===== src/rtl/mem_bus_arbiter_pkg.sv =====
// Shared types for the two-master memory bus arbiter.
// Holds the FSM state encoding and the master identifiers used for round-robin.
package mem_arb_pkg;

  typedef enum logic [1:0] {
    IDLE    = 2'd0,
    GRANT_I = 2'd1,
    GRANT_D = 2'd2,
    RECOVER = 2'd3
  } mem_arb_state_e;

  localparam logic MASTER_I = 1'b0;
  localparam logic MASTER_D = 1'b1;

endpackage


===== src/rtl/mem_arb_sat_counter.sv =====
// Saturating up-counter; holds at all-ones instead of wrapping.
module mem_arb_sat_counter #(
  parameter int WIDTH = 16
) (
  input  logic             clk,
  input  logic             rst,
  input  logic             inc,
  output logic [WIDTH-1:0] count
);

  always_ff @(posedge clk) begin
    if (rst) begin
      count <= '0;
    end else if (inc && (count != '1)) begin
      count <= count + WIDTH'(1);
    end
  end

endmodule


===== src/rtl/mem_bus_arbiter.sv =====
// Round-robin arbiter serialising I-cache and D-cache misses onto one memory port.
// Each grant is held until mem_ready, then a one-cycle RECOVER gap avoids double service.
module mem_bus_arbiter
  import mem_arb_pkg::*;
#(
  parameter int ADDR_WIDTH     = 32,
  parameter int DATA_WIDTH     = 32,
  parameter int CNT_WIDTH      = 16,
  parameter int TIMEOUT_CYCLES = 1024
) (
  input  logic                    clk,
  input  logic                    rst,
  input  logic [ADDR_WIDTH-1:0]   icache_mem_addr,
  input  logic                    icache_mem_req,
  output logic [DATA_WIDTH-1:0]   icache_mem_rdata,
  output logic                    icache_mem_ready,
  input  logic [ADDR_WIDTH-1:0]   dcache_mem_addr,
  input  logic [DATA_WIDTH-1:0]   dcache_mem_wdata,
  input  logic [DATA_WIDTH/8-1:0] dcache_mem_be,
  input  logic                    dcache_mem_we,
  input  logic                    dcache_mem_req,
  output logic [DATA_WIDTH-1:0]   dcache_mem_rdata,
  output logic                    dcache_mem_ready,
  output logic [ADDR_WIDTH-1:0]   mem_addr,
  output logic [DATA_WIDTH-1:0]   mem_wdata,
  output logic [DATA_WIDTH/8-1:0] mem_be,
  output logic                    mem_we,
  output logic                    mem_req,
  input  logic [DATA_WIDTH-1:0]   mem_rdata,
  input  logic                    mem_ready,
  output logic [CNT_WIDTH-1:0]    icache_txn_count,
  output logic [CNT_WIDTH-1:0]    dcache_txn_count,
  output logic                    timeout_error,
  output mem_arb_state_e          fsm_state
);

  // Handshake: a master holds req until its ready pulse; ready is a single-cycle
  // completion strobe and rdata is only meaningful in that cycle.

  localparam int WAIT_W = $clog2(TIMEOUT_CYCLES + 1);

  mem_arb_state_e    state;
  mem_arb_state_e    next_state;
  logic              last_grant;
  logic              granted;
  logic [WAIT_W-1:0] wait_cnt;

  assign granted   = (state == GRANT_I) || (state == GRANT_D);
  assign fsm_state = state;

  always_ff @(posedge clk) begin
    if (rst) begin
      state <= IDLE;
    end else begin
      state <= next_state;
    end
  end

  always_comb begin
    next_state = state;
    case (state)
      IDLE: begin
        if (icache_mem_req && dcache_mem_req) begin
          next_state = (last_grant == MASTER_D) ? GRANT_I : GRANT_D;
        end else if (icache_mem_req) begin
          next_state = GRANT_I;
        end else if (dcache_mem_req) begin
          next_state = GRANT_D;
        end
      end
      GRANT_I: if (mem_ready) next_state = RECOVER;
      GRANT_D: if (mem_ready) next_state = RECOVER;
      RECOVER: next_state = IDLE;
      default: next_state = IDLE;
    endcase
  end

  always_comb begin
    mem_req          = 1'b0;
    mem_addr         = '0;
    mem_wdata        = '0;
    mem_be           = '0;
    mem_we           = 1'b0;
    icache_mem_ready = 1'b0;
    dcache_mem_ready = 1'b0;
    icache_mem_rdata = '0;
    dcache_mem_rdata = '0;
    case (state)
      GRANT_I: begin
        mem_req          = 1'b1;
        mem_addr         = icache_mem_addr;
        mem_be           = '1;
        icache_mem_ready = mem_ready;
        icache_mem_rdata = mem_rdata;
        dcache_mem_rdata = mem_rdata;
      end
      GRANT_D: begin
        mem_req          = 1'b1;
        mem_addr         = dcache_mem_addr;
        mem_wdata        = dcache_mem_wdata;
        mem_be           = dcache_mem_be;
        mem_we           = dcache_mem_we;
        dcache_mem_ready = mem_ready;
        icache_mem_rdata = mem_rdata;
        dcache_mem_rdata = mem_rdata;
      end
      default: ;
    endcase
  end

  // Round-robin pointer and stall watchdog; the watchdog only flags, never aborts.
  always_ff @(posedge clk) begin
    if (rst) begin
      last_grant    <= MASTER_D;
      wait_cnt      <= '0;
      timeout_error <= 1'b0;
    end else begin
      if (next_state == GRANT_I && state == IDLE) last_grant <= MASTER_I;
      if (next_state == GRANT_D && state == IDLE) last_grant <= MASTER_D;
      if (!granted) begin
        wait_cnt <= '0;
      end else if (!mem_ready) begin
        if (wait_cnt != WAIT_W'(TIMEOUT_CYCLES)) wait_cnt <= wait_cnt + WAIT_W'(1);
        if (wait_cnt == WAIT_W'(TIMEOUT_CYCLES - 1)) timeout_error <= 1'b1;
      end
    end
  end

  mem_arb_sat_counter #(.WIDTH(CNT_WIDTH)) u_icache_cnt (
    .clk   (clk),
    .rst   (rst),
    .inc   (icache_mem_ready),
    .count (icache_txn_count)
  );

  mem_arb_sat_counter #(.WIDTH(CNT_WIDTH)) u_dcache_cnt (
    .clk   (clk),
    .rst   (rst),
    .inc   (dcache_mem_ready),
    .count (dcache_txn_count)
  );

endmodule

===== config.mk =====
export PLATFORM = sky130hd
export DESIGN_NAME = mem_bus_arbiter
export DESIGN_NICKNAME = d
export VERILOG_FILES = /design/src/rtl/mem_bus_arbiter_pkg.sv /design/src/rtl/mem_arb_sat_counter.sv /design/src/rtl/mem_bus_arbiter.sv
export SDC_FILE = /design/constraint.sdc
export NUM_CORES = 1
export LEC_CHECK = 0
export CORE_AREA = 2 2 121 123
export DETAILED_ROUTE_END_ITERATION = 8
export DIE_AREA = 0 0 123 125
export PLACE_DENSITY_LB_ADDON = 0.1
export SLEW_MARGIN = 20
export SYNTH_ARGS = -nofsm -noshare
export SYNTH_HDL_FRONTEND = slang
export SYNTH_HIERARCHICAL = 1
export SYNTH_SLANG_ARGS = --single-unit
export TNS_END_PERCENT = 1

===== constraint.sdc =====
create_clock -name clk -period 4.3 [get_ports clk]
set_input_delay 0.86 -clock clk [delete_from_list [all_inputs] [get_ports clk]]
set_output_delay 0.86 -clock clk [all_outputs]
set_load 0.05 [all_outputs]

### After elaboration in Yosys (flattened, before gate mapping)

Index checks and enable logic that the tools add are counted.
W data, S select, Z words.

| storage, ports and cells | value |
|---|---|
| flip-flop bits (word level) | 47 |
| bits of input ports | 138 |
| logic and storage cells | 46 |

| operators by class | value |
|---|---|
| add/sub/neg operators | 3 |
| eq/ne operators | 9 |
| muxes and demuxes | 14 |
| bitwise logic cells | 2 |
| reductions and logical operators | 12 |

Operators by type and width:

| kind | count |
|---|---|
| $mux W32 | 2 |
| $pmux W32 S2 | 1 |
| $add A16 B1 Y16 const B | 2 |
| $ne A16 B16 Y1 const B | 2 |
| $add A11 B1 Y11 const B | 1 |
| $eq A11 B10 Y1 const B | 1 |
| $ne A11 B11 Y1 const B | 1 |
| $mux W2 | 5 |
| $pmux W4 S2 | 1 |
| $eq A2 B2 Y1 const B | 3 |
| $pmux W2 S3 | 1 |
| $reduce_or A2 Y1 | 3 |
| $logic_and A1 B1 Y1 | 5 |
| $eq A2 B1 Y1 const B | 2 |
| $mux W1 | 4 |
| $reduce_and A3 Y1 | 1 |
| $logic_not A2 Y1 | 1 |
| $not A1 Y1 | 2 |
| $reduce_and A2 Y1 | 1 |
| $logic_or A1 B1 Y1 | 1 |

### Longest topological paths before layout

Gate-level depths: netlist of run 1.

| logic depth | value |
|---|---|
| depth after elaboration | 7 |
| gate-level depth with buffers | 9 |
| depth with buffers taken out | 7 |

### Modules after synthesis

Netlist of run 1, hierarchy kept.

By module, submodules not included:

| module | times used | cells an instance | area an instance (sq um) | sequential area each (sq um) |
|---|---|---|---|---|
| mem_bus_arbiter | 1 | 292 | 2103.3 | 300.3 |
| mem_arb_sat_counter | 2 | 99 | 848.3 | 320.3 |

### Worst setup path after synthesis of run 1

Ideal clock, no wire load.

| path | value |
|---|---|
| path type | flip-flop to output port |
| start | reg state[1], in the netlist fsm_state[1] |
| end | out icache_mem_rdata[0] |
| arrival | 2663 ps |
| path slack | 777 ps |
| stages on the path, launching flop included | 7 |
| buffers on the path | 3 |
| cells stage by stage | dfxtp_1 > inv_1 > ha_1 > clkbuf_8 > clkbuf_1 > and2_1 > buf_4 |

| between the ends | value |
|---|---|
| longest elaborated chain between the ends | 3 |
| elaborated cells on any way between the ends | 4 |

Ends and longest elaborated chain:

| what | line | RTL |
|---|---|---|
| start: declaration | mem_bus_arbiter.sv:42 | `mem_arb_state_e state;` |
| start signal: assignment | mem_bus_arbiter.sv:55 | `state <= next_state;` |
| $eq A2 B1 Y1 or $eq A2 B2 Y1 (tied branches) | n/a |  |
| $reduce_or A2 Y1 (no line) * | n/a |  |
| $mux W32 * | n/a |  |
| end: declaration | mem_bus_arbiter.sv:15 | `output logic [DATA_WIDTH-1:0] icache_mem_rdata,` |

Every way passes the cells marked *; elsewhere a longest branch is shown, timed or not.

### Final worst setup path of run 1

| path | value |
|---|---|
| start | reg state[1], in the netlist fsm_state[1] |
| end | out icache_mem_rdata[16] |

| between the ends | value |
|---|---|
| longest elaborated chain between the ends | 3 |
| elaborated cells on any way between the ends | 4 |

Ends and longest elaborated chain:

| what | line | RTL |
|---|---|---|
| $eq A2 B1 Y1 or $eq A2 B2 Y1 (tied branches) | mem_bus_arbiter.sv:88 | `case (state)` |
| $reduce_or A2 Y1 (no line) * | n/a |  |
| $mux W32 * | mem_bus_arbiter.sv:88 |  |

Marked as above.

==> results of run 1 <==
==> registers in the layout, indices dropped and copies added, names as in the netlist <==
name	count
fsm_state	2
last_grant	1
timeout_error	1
u_dcache_cnt/count	16
u_icache_cnt/count	16
wait_cnt	11
==> synth_stat cells, types with 12 or more instances <==
cell type / n
o31ai_1: 13
a21oi_1: 33
nand3_1: 16
dfxtp_1: 47
inv_1: 12
a22oi_1: 32
nand2_1: 19
nor2_1: 15
or4_1: 18
o21ai_0: 16
nor2b_1: 41
and2_1: 67
buf_4: 33
clkbuf_1: 22
==> critical path, cell delays in order, from the launching register on <==
cell and delay (ns):
dfxtp_1 0.46, inv_1 0.10, ha_2 0.32, buf_4 0.51
and2_1 0.25, clkdlybuf4s50_1 0.92
==> cell families (layout without fill, tap and decap cells) <==
group,count (synthesis),in the layout,share of synthesized area (%)
AOI/OAI and AO/OA,110,110,18.74
xor gates and xnor gates,6,6,1.383
adders and majority gates,7,7,2.305
buffers and inverters,75,333,11.23
DFF,47,47,24.76
muxes,5,5,1.383
other,0,2,0
and+or+nand+nor,240,240,40.20
==> where the power goes <==
part	total (mW)	switching, mW	leakage (nW)	internal [mW]
Clock	0.384	0.170	0.0658	0.214
Combinational	1.87	1.23	1.84	0.644
Sequential	0.461	0.0158	0.379	0.446
==> area by class of cell <==
class                           count  area, um2  share of cell area (%)
Timing Repair Buffer              313       3120                   45.05
Clock inverter                      3      20.02                  0.2890
Sequential cell                    47      940.9                   13.58
Tap cell                          184      230.2                   3.324
Antenna cell                        2      5.005                 0.07225
Clock buffer                        5      125.1                   1.806
Inverter                           12      45.04                  0.6503
Multi-Input combinational cell    368       2440                   35.22
==> metal layers <==
layer | wire [um] | vias to the layer above | global-route usage [%]
met3 | 2093 | 8 | 9.170
met2 | 8135 | 178 | 34.45
met4 | 146 | 0 | 3.275
met5 | 0 | - | 0
li1 | - | 2260 | -
met1 | 8322 | 2149 | 30.31
==> stage by stage <==
stage	instance area [um2]	worst slack (ns)	std cells	power (mW)
6_report	6927	0.5705	934	2.716
3_5_place_dp	6777	0.5762	924	2.344
2_1_floorplan	3800	0.7769	490	1.750
3_3_place_gp	6777	0.5758	924	2.338
4_1_cts	6922	0.5480	932	2.742
5_1_grt	6922	0.3638	932	2.829
==> how the worst max path moves through the flow <==
stage                  from              endpoint  slack [ns]  cells past startpoint
6_report       fsm_state[1]  icache_mem_rdata[16]        0.57                      5
5_1_grt        fsm_state[1]           mem_addr[7]        0.36                      5
4_1_cts        fsm_state[1]  icache_mem_rdata[16]        0.55                      5
3_5_place_dp      mem_ready      dcache_mem_ready        0.58                      3
3_3_place_gp      mem_ready      dcache_mem_ready        0.58                      3
2_1_floorplan  fsm_state[1]   icache_mem_rdata[0]        0.78                      6
==> flow_metrics.env, run 1 <==
export IMPL_htree_levels=2
export IMPL_cts_root_buf="clkbuf_16"
export IMPL_postSynthCellCount=490
export IMPL_drc=0
export IMPL_hold_viol=0
export IMPL_whs_endpoint="timeout_error"
export IMPL_gp_congestion=1.035
export IMPL_grt_pass1_wl_um=26120
export IMPL_area_growth_pct=82.29
export IMPL_dr_total_vias=4595
export IMPL_ant_nets=0
export IMPL_ios=309
export IMPL_reg2reg_to="u_icache_cnt/count[11]"
export IMPL_power_density_nw_per_um2=392.1
export IMPL_rsz0062_at_grt="false"
export IMPL_reg2reg_depth=7
export IMPL_cp_max_fo=77
export IMPL_yosysWarnings=6
export IMPL_hold_depth=2
export IMPL_wire_per_inst_um=20.02
export IMPL_cp_data_arrival_time_ns=2.87
export IMPL_syn_nets=635
export IMPL_layout_common_cells="clkdlybuf4s50_1, and2_1, dfxtp_1, nor2b_1, a21oi_1"
export IMPL_regToRegSetupSlack_ns=1.49
export IMPL_rows=44
export IMPL_critPathLaunchType="flop"
export IMPL_initial_core_util_pct=26.75
export IMPL_ys_types=50
export IMPL_min_period_over_period_pct=86.73
export IMPL_finClkSkew_ns=0.004285
export IMPL_grt_max_degree=78
export IMPL_p_leak_nw=2.286
export IMPL_hold_path_class="reg2reg"
export IMPL_cts_tree="built"
export IMPL_core_um2=14200
export IMPL_track_usage_pct=22.50
export IMPL_ys_seq_area_share_pct=24.76
export IMPL_crit_required_ns=3.44
export IMPL_drt_iter0_drc=229
export IMPL_antenna_found_initial=0
export IMPL_wirelength_um=18700
export IMPL_drv_slew=0
export IMPL_cts_hold_buf=0
export IMPL_postCtsSetupRepairBufs=0
export IMPL_worst_pin_slew_ns=0.8288
export IMPL_port_buffers=308
export IMPL_die_h_um=125
export IMPL_dieArea_um2=15380
export IMPL_first_pass_iters=5
export IMPL_synth_area_top_cells="dfxtp_1, and2_1, nor2b_1"
export IMPL_numCtsBuffers=5
export IMPL_ir_worst_vdd_v=0.0001826
export IMPL_dp_hpwl_um=14870
export IMPL_viasPerCell=4.920
export IMPL_fmax_mhz=268.1
export IMPL_fin_setup_tns_ns=0
export IMPL_async_flop_share_pct=0
export IMPL_synth_seq_cells=47
export IMPL_clkLatencyLatePin_ns=0.28
export IMPL_syn_avg_cell_area_um2=7.755
export IMPL_overflow=0
export IMPL_period_needed_ns=3.730
export IMPL_reg2reg_from="fsm_state[1]"
export IMPL_clockBufferDepth=2
export IMPL_grt_pass1_vias=4340
export IMPL_fin_hold_ws_ns=0.4838
export IMPL_hold_start="timeout_error"
export IMPL_cts_resized=0
export IMPL_cts_sinks=47
export IMPL_clkTransAtPathRegs_ns=0.07
export IMPL_final_nets=892
export IMPL_critPathCaptureType="primary output"
export IMPL_syn_cell_area_um2=3800
export IMPL_drive_gt1_share_pct=3.877
export IMPL_maxCapViolations=0
export IMPL_num_fill_cells=1377
export IMPL_netlist_top_cell_by_area="dfxtp_1"
export IMPL_die_w_um=123
export IMPL_synth_edf_count=0
export IMPL_layout_commonest_cell="clkdlybuf4s50_1"
export IMPL_final_util_pct=48.77
export IMPL_dominantRegCellSynth="dfxtp_1"
export IMPL_synth_top_area_share_pct=24.76
export IMPL_worstSetupPathType="reg2out"
export IMPL_slew_headroom_pct=44.33
export IMPL_status="finished, final reports clean"
export IMPL_finalSetupViolCount=0
No activity file was read; power rests on OpenSTA's default activity.
==> run 2, diff against run 1 <==
GPL_TIMING_DRIVEN = 0   (was not set)
SKIP_CTS_REPAIR_TIMING = 1   (was not set)
==> run 2 against run 1 <==
Effect of this change:
- via count increased by 6.3%
- sequential power about the same
- final area up 4.8%
- flip-flop and latch count is the same
- largest power group unchanged
- cell count is 5.8% higher
- die area did not move
- wire length grew 6.4%
- fmax shrank 8.6%
==> flow_metrics.env, run 2 (same netlist as run 1, synthesis figures left out) <==
export IMPL_dp_hpwl_um=16330
export IMPL_ant_nets=0
export IMPL_antenna_found_initial=1
export IMPL_gp_congestion=1.018
export IMPL_worst_pin_slew_ns=0.7009
export IMPL_hold_path_class="reg2reg"
export IMPL_crit_required_ns=3.44
export IMPL_dr_total_vias=4883
export IMPL_drive_gt1_share_pct=7.090
export IMPL_maxCapViolations=0
export IMPL_port_buffers=307
export IMPL_viasPerCell=4.942
export IMPL_rsz0062_at_grt="false"
export IMPL_critPathLaunchType="flop"
export IMPL_track_usage_pct=24.27
export IMPL_p_leak_nw=2.502
export IMPL_min_period_over_period_pct=94.87
export IMPL_wire_per_inst_um=20.13
export IMPL_overflow=0
export IMPL_fin_setup_tns_ns=0
export IMPL_core_um2=14200
export IMPL_timing_final_ws_setup_ns=0.2207
export IMPL_cp_data_arrival_time_ns=3.22
export IMPL_finClkSkew_ns=0.008047
export IMPL_hold_viol=0
export IMPL_grt_pass1_wl_um=28260
export IMPL_fmax_mhz=245.1
export IMPL_final_nets=949
export IMPL_status="finished, final reports clean"
export IMPL_drc=0
export IMPL_layout_common_cells="clkdlybuf4s50_1, and2_1, dfxtp_1, nor2b_1"
export IMPL_wirelength_um=19890
export IMPL_dieArea_um2=15380
export IMPL_cts_root_buf="clkbuf_16"
export IMPL_htree_levels=2
export IMPL_initial_core_util_pct=26.75
export IMPL_cts_tree="built"
export IMPL_cts_sinks=47
export IMPL_area_growth_pct=91.11
export IMPL_cp_max_fo=10
export IMPL_slew_headroom_pct=52.67
export IMPL_reg2reg_to="u_icache_cnt/count[13]"
export IMPL_ios=309
export IMPL_regToRegSetupSlack_ns=1.11
export IMPL_worstSetupPathType="reg2out"
export IMPL_reg2reg_depth=9
export IMPL_final_util_pct=51.13
export IMPL_die_h_um=125
export IMPL_ir_worst_vdd_v=0.0002383
export IMPL_top_regs="u_dcache_cnt/count x16, u_icache_cnt/count x16, wait_cnt x11"
export IMPL_clkTransAtPathRegs_ns=0.06
export IMPL_first_pass_iters=5
export IMPL_post_place_ws_ns=0.5210
export IMPL_clkLatencyLatePin_ns=0.28
export IMPL_clockBufferDepth=2
export IMPL_die_w_um=123
export IMPL_drv_slew=0
export IMPL_drt_iter0_drc=221
export IMPL_grt_pass1_vias=4697
export IMPL_reg2reg_from="fsm_state[1]"
export IMPL_power_density_nw_per_um2=398.9
export IMPL_dp_cells=981
export IMPL_p_total_mw=2.897
export IMPL_period_needed_ns=4.079
export IMPL_endpoint="icache_mem_ready"
export IMPL_cp_startpoint="fsm_state[1]"
export IMPL_finalSetupViolCount=0
export IMPL_layout_commonest_cell="clkdlybuf4s50_1"
export IMPL_rows=44
export IMPL_numCtsBuffers=5
export IMPL_grt_max_degree=14
export IMPL_instances_no_fill=988
export IMPL_critPathCaptureType="primary output"
export IMPL_antennaDiodeCount=0
## run 2: changes by cell type in the layout (fill, tap and decap cells not counted), moves of 3 or more
cell	previous run	this run
buf_4	5	33
ha_2	3	0
buf_1	0	3
ha_1	4	7
clkbuf_1	0	23
## run 2: metal layers
metal | routed length, um | track usage (%) | up-vias
li1 | - | - | 2372
met1 | 8347 | 30.61 | 2248
met2 | 8740 | 38.51 | 241
met3 | 2548 | 11.18 | 22
met4 | 257 | 3.877 | 0
met5 | 0 | 0 | -
## run 2: through the flow
step | hold WS, ns | instance area [um2]
after floorplan | 0.4418 | 3800
after global placement | 0.4632 | 7103
after detailed placement | 0.4685 | 7103
after CTS | 0.4780 | 7262
after global routing | 0.5096 | 7262
final | 0.4752 | 7262
## run 2: critical path, stage by stage (launching register included)
cell and delay (ns):
dfxtp_1 0.37, inv_1 0.11, ha_1 0.14, clkbuf_1 0.48, buf_1 0.56, and2_1 0.41, clkdlybuf4s50_1 0.87
## run 2: worst min-delay path by stage
| stage | startpoint | endpoint | slack, ns | cells after the start |
|---|---|---|---|---|
| 2_1_floorplan | wait_cnt[10] | wait_cnt[10] | 0.44 | 2 |
| 3_3_place_gp | timeout_error | timeout_error | 0.46 | 2 |
| 3_5_place_dp | timeout_error | timeout_error | 0.47 | 2 |
| 4_1_cts | timeout_error | timeout_error | 0.48 | 2 |
| 5_1_grt | timeout_error | timeout_error | 0.51 | 2 |
| 6_report | timeout_error | timeout_error | 0.48 | 2 |
## run 2: power breakdown
group	internal [mW]	total (mW)	switching (mW)	leakage [nW]
Combinational	0.737	2.00	1.27	2.05
Clock	0.272	0.432	0.160	0.0769
Sequential	0.446	0.461	0.0157	0.379
Total	1.45	2.90	1.44	2.50
## run 2: area by class of cell
| cell class | count | area (um2) |
|---|---|---|
| fill | 1330 | 6942 |
| timing repair buffer | 307 | 3073 |
| multi-input combinational | 368 | 2432 |
| sequential | 47 | 940.9 |
| buffer | 63 | 381.6 |
| tap | 184 | 230.2 |
| clock buffer | 6 | 128.9 |
| inverter | 12 | 45.04 |
| clock inverter | 1 | 30.03 |
